==> src/rtl/shift_arbiter.sv <==
// rtl/shift_arbiter.sv - two-requester round-robin arbiter sharing one 16-bit shifter/rotator, results queued in an in-order FIFO
module shift_arbiter #(
    parameter int DEPTH = 2,
    parameter int PTR_W = 1
) (
    input  logic        clk,
    input  logic        rst,
    input  logic        r0_valid,
    input  logic [15:0] r0_in,
    input  logic [3:0]  r0_cnt,
    input  logic [1:0]  r0_op,
    output logic        r0_ready,
    input  logic        r1_valid,
    input  logic [15:0] r1_in,
    input  logic [3:0]  r1_cnt,
    input  logic [1:0]  r1_op,
    output logic        r1_ready,
    output logic        resp_valid,
    output logic [15:0] resp_out,
    output logic        resp_id,
    input  logic        resp_ready
);

    localparam logic [PTR_W:0] FULL_CNT = (PTR_W + 1)'(DEPTH);

    // Rotates take the matching half of the operand doubled up; cnt=0 falls out as a pass-through.
    function automatic logic [15:0] shift_fn(input logic [15:0] x, input logic [3:0] c,
                                             input logic [1:0] op);
        logic [31:0] dbl_l;
        logic [31:0] dbl_r;
        dbl_l = {x, x} << c;
        dbl_r = {x, x} >> c;
        case (op)
            2'b00:   shift_fn = dbl_l[31:16];
            2'b01:   shift_fn = x << c;
            2'b10:   shift_fn = dbl_r[15:0];
            default: shift_fn = x >> c;
        endcase
    endfunction

    logic [PTR_W:0]   count_q, count_d;
    logic [PTR_W-1:0] wr_ptr_q, wr_ptr_d;
    logic [PTR_W-1:0] rd_ptr_q, rd_ptr_d;
    logic             prio_q, prio_d;
    logic [16:0]      mem_q [DEPTH];
    logic [16:0]      mem_d [DEPTH];

    logic        full;
    logic        grant0;
    logic        grant1;
    logic        push;
    logic        pop;
    logic        push_id;
    logic [15:0] result;

    always_comb begin
        full     = (count_q == FULL_CNT);
        grant0   = r0_valid && (!r1_valid || !prio_q);
        grant1   = r1_valid && (!r0_valid || prio_q);
        // Ready is also forced low while rst is held so nothing looks accepted during reset.
        r0_ready = grant0 && !full && !rst;
        r1_ready = grant1 && !full && !rst;
        push     = (r0_valid && r0_ready) || (r1_valid && r1_ready);
        push_id  = r1_ready;
        result   = r1_ready ? shift_fn(r1_in, r1_cnt, r1_op) : shift_fn(r0_in, r0_cnt, r0_op);
    end

    always_comb begin
        resp_valid          = (count_q != '0);
        {resp_id, resp_out} = mem_q[rd_ptr_q];
        pop                 = resp_valid && resp_ready;
    end

    always_comb begin
        count_d  = count_q;
        wr_ptr_d = wr_ptr_q;
        rd_ptr_d = rd_ptr_q;
        prio_d   = prio_q;
        mem_d    = mem_q;
        if (push) begin
            mem_d[wr_ptr_q] = {push_id, result};
            wr_ptr_d        = wr_ptr_q + 1'b1;
            prio_d          = ~push_id;
        end
        if (pop) begin
            rd_ptr_d = rd_ptr_q + 1'b1;
        end
        case ({push, pop})
            2'b10:   count_d = count_q + 1'b1;
            2'b01:   count_d = count_q - 1'b1;
            default: count_d = count_q;
        endcase
    end

    always_ff @(posedge clk or posedge rst) begin
        if (rst) begin
            count_q  <= '0;
            wr_ptr_q <= '0;
            rd_ptr_q <= '0;
            prio_q   <= 1'b0;
            mem_q    <= '{default: '0};
        end else begin
            count_q  <= count_d;
            wr_ptr_q <= wr_ptr_d;
            rd_ptr_q <= rd_ptr_d;
            prio_q   <= prio_d;
            mem_q    <= mem_d;
        end
    end

endmodule
==> config.mk <==
export PLATFORM = sky130hd
export DESIGN_NAME = shift_arbiter
export DESIGN_NICKNAME = d
export VERILOG_FILES = /design/src/rtl/shift_arbiter.sv
export SDC_FILE = /design/constraint.sdc
export NUM_CORES = 1
export LEC_CHECK = 0
export BUFFER_PORTS_ARGS = -buffer_cell sky130_fd_sc_hd__buf_4
export CAP_MARGIN = 40
export CELL_PAD_IN_SITES_DETAIL_PLACEMENT = 0
export CELL_PAD_IN_SITES_GLOBAL_PLACEMENT = 1
export CORE_MARGIN = 5
export CORE_UTILIZATION = 45
export CTS_BUF_LIST = sky130_fd_sc_hd__clkbuf_2
export CTS_CLUSTER_DIAMETER = 100
export DETAILED_ROUTE_END_ITERATION = 6
export GPL_ROUTABILITY_DRIVEN = 0
export MAX_ROUTING_LAYER = met4
export PLACE_DENSITY = 0.82
export SETUP_SLACK_MARGIN = 0.15
export SLEW_MARGIN = 20
export SYNTH_ARGS = -nofsm -noshare
export SYNTH_HDL_FRONTEND = slang
export SYNTH_SLANG_ARGS = --single-unit
==> constraint.sdc <==
create_clock -name clk -period 2.56 [get_ports clk]
set_input_delay 0.256 -clock clk [delete_from_list [all_inputs] [get_ports clk]]
set_output_delay 0.256 -clock clk [all_outputs]
set_load 0.02 [all_outputs]
==> results.cfg <==
[clock_network]
clk_pin_slew_ns = 0.19
cts-root-buf = clkbuf_2
htreeDepth = 2
clk_latency_ns = 0.39
clock_sinks = 39
numCtsBuffers = 5
cts_tree = yes
cts_buffer_depth = 2

[global_route]
grt_usage = 0.280
grt_pass1_wl_um = 36200
grt_max_degree = 47
grt_antenna_before_repair = 0
grt_pass1_vias = 6496
grt-ovfl-total = 0

[cells_and_area]
layout_commonest_cell = buf_4
post-route-util = 0.511
synthToLayoutAreaGrowth_pct = 12.5
nets = 869
drive_above_1_share = 0.238
fillers = 1337
antenna_cells = 0
layout_common_cells = 110 x buf_4, 87 x nand2_1, 75 x mux2i_1, 42 x nor2_1, 39 x dfrtp_1

[power]
comb_power_share = 0.669
pwr-share-seq = 0.266
clockPowerShare = 0.065
intPower_w = 0.00209
netSwitchingFraction = 0.466
cellLeakagePower_nw = 2.88
cellPowerDensity_nw_per_um2 = 556
ir_drop_mv = 0.266
p_sw_w = 0.00182

[yosys]
async_reset_ff_frac = 1.00
ys_warn_count = 0
yosysSeqAreaShare = 0.156
ys_types = 82
synth_seq_cells = 39
synth_edf_count = 0
syn_area_per_cell_um2 = 8.17
syn_nets = 816
synthCells = 766
synth_flop_cell = dfrtp_1
synth_area_um2 = 6260

[timing]
clock.fmax_ghz = 0.449
slew_viol_final = 0
fin_crit_ns = 2.23
finalHoldViolations = 0
clock_skew_ns = 0.0103
tightest_slew_ns = 0.765
slew_headroom = 0.488
rsz0062_at_grt = false
fin_crit_sh = 0.871
setup-violations-final = 0
worst_slack_ns = 0.331

[routing]
via_count = 7070
viasPerCell = 7.07
wl_per_cell_um = 23.1
wl_um = 23100
postRouteAntennaNets = 0
firstDrtPassIters = 6
drc = 0
drt_iter0_markers = 1116

[floorplanning]
die_x_um = 128
die_area_um2 = 16400
rows = 43
core_area_um2 = 13800
chipHeight_um = 128
ios = 69
initial_core_util = 0.454

[worst_setup_path]
crit_type = register to register
end_kind = register
cp_slowest_cell = a2111oi_1
required_ns = 2.84
cp.arrival_ns = 2.51
reg2regPathDepth = 7
critPathMaxFanout = 19
startpoint_type = register
critPathMaxStageDelay_ns = 0.48
path_cells = nand2b_1, nand4_1, inv_2, o221ai_1, a2111oi_1, buf_4, o31ai_1

[worst_hold_path]
hp-class = input port to register
min_path_cells = 3

[run]
cap_violations = 0

[placed_design]
place_hpwl_um = 17400
io_buffers = 68
post-place-ws_ns = -0.106

[run_status]
status = completed
-- synthesized netlist by cell type (all sizes together) (12+ instances only) --
| library cell | instances | area, um2 |
|---|---|---|
| o21ai | 35 | 175 |
| nand2b | 26 | 163 |
| o31ai | 18 | 135 |
| clkbuf | 29 | 109 |
| nand2 | 87 | 327 |
| nor2 | 42 | 158 |
| buf | 38 | 257 |
| a22oi | 31 | 233 |
| dfrtp | 39 | 976 |
| nor2b | 13 | 81.3 |
| mux2i | 77 | 778 |
| a32oi | 13 | 114 |
| nand3 | 22 | 110 |
| mux2 | 52 | 593 |
| o22ai | 24 | 156 |
| a21oi | 23 | 115 |
| or2 | 12 | 75.1 |
| mux4 | 17 | 383 |
-- routing by layer --
| metal | vias up | global-route usage | wire length (um) |
|---|---|---|---|
| li1 | 3106 | - | - |
| met3 | 100 | 0.0571 | 2740 |
| met4 | 0 | 0.0705 | 677 |
| met2 | 530 | 0.414 | 9920 |
| met5 | - | - | 0 |
| met1 | 3334 | 0.392 | 9740 |
-- cell families (layout without fill, tap and decap cells) --
group	Yosys count	in the layout	synth area share
AOI/OAI and AO/OA	243	243	0.288
buffers and inverters	77	131	0.0644
xor gates and xnor gates	5	5	0.00700
DFF	39	39	0.156
muxes	146	146	0.280
and+or+nand+nor	255	255	0.203
adders and majority gates	1	1	0.00200
-- state kept, by name (all words and copies together) (netlist names) --
| name | count |
|---|---|
| prio_q | 1 |
| rd_ptr_q | 1 |
| wr_ptr_q | 1 |
| count_q | 2 |
| mem_q | 34 |
-- worst paths after layout --
path	from	slack [ns]	end
worst max-delay path	count_q[0]	0.33	mem_q[18]
worst min-delay path	resp_ready	0.19	rd_ptr_q
worst max register to register	count_q[0]	0.33	mem_q[18]
worst min register to register	mem_q[12]	0.50	mem_q[12]
max in group asynchronous	rst	1.83	mem_q[29]
min in group asynchronous	rst	0.45	mem_q[27]
-- per-stage QoR --
step | total power (W) | std cells | hold WS, ns | cell area (um2) | setup TNS (ns)
2_1_floorplan | 0.00274 | 766 | 0.240 | 6260 | 0
3_3_place_gp | 0.00357 | 991 | 0.331 | 6990 | -0.142
3_5_place_dp | 0.00362 | 991 | 0.345 | 6990 | -0.208
4_1_cts | 0.00389 | 1000 | 0.166 | 7040 | 0
5_1_grt | 0.00418 | 1000 | 0.167 | 7040 | 0
6_report | 0.00391 | 1000 | 0.188 | 7040 | 0
-- cell type report --
cell class | count | area (um2) | area share
Clock inverter | 2 | 7.51 | 0.00107
Multi-Input combinational cell | 650 | 4890 | 0.694
Timing Repair Buffer | 113 | 876 | 0.124
Clock buffer | 6 | 30.0 | 0.00426
Sequential cell | 39 | 976 | 0.139
Inverter | 10 | 41.3 | 0.00586
Tap cell | 180 | 225 | 0.0320
-- worst max-delay path: cells and delay by family (launching register included) --
kind | cells | cell delay (ns)
buffers and inverters | 2 | 0.55
AND/OR/NAND/NOR | 2 | 0.33
AO/OA/AOI/OAI | 3 | 0.78
flip-flops | 1 | 0.45
-- power by group through the flow --
| stage | Combinational, W | Clock, W | Sequential, W |
|---|---|---|---|
| after floorplan | 0.00172 | 0 | 0.00101 |
| after global placement | 0.00253 | 0 | 0.00104 |
| after detailed placement | 0.00256 | 0 | 0.00106 |
| after CTS | 0.00258 | 0.000262 | 0.00104 |
| after global routing | 0.00281 | 0.000288 | 0.00108 |
| final | 0.00262 | 0.000254 | 0.00104 |
-- timing repair --
action                                  in CTS  in global routing
hold endpoints to repair                    39                  0
setup buffers                                0                  0
resized for setup                            0                  1
endpoints found under the setup margin       0                  2
hold buffers                                 1                  0
Power figures use the tool's default switching activity.
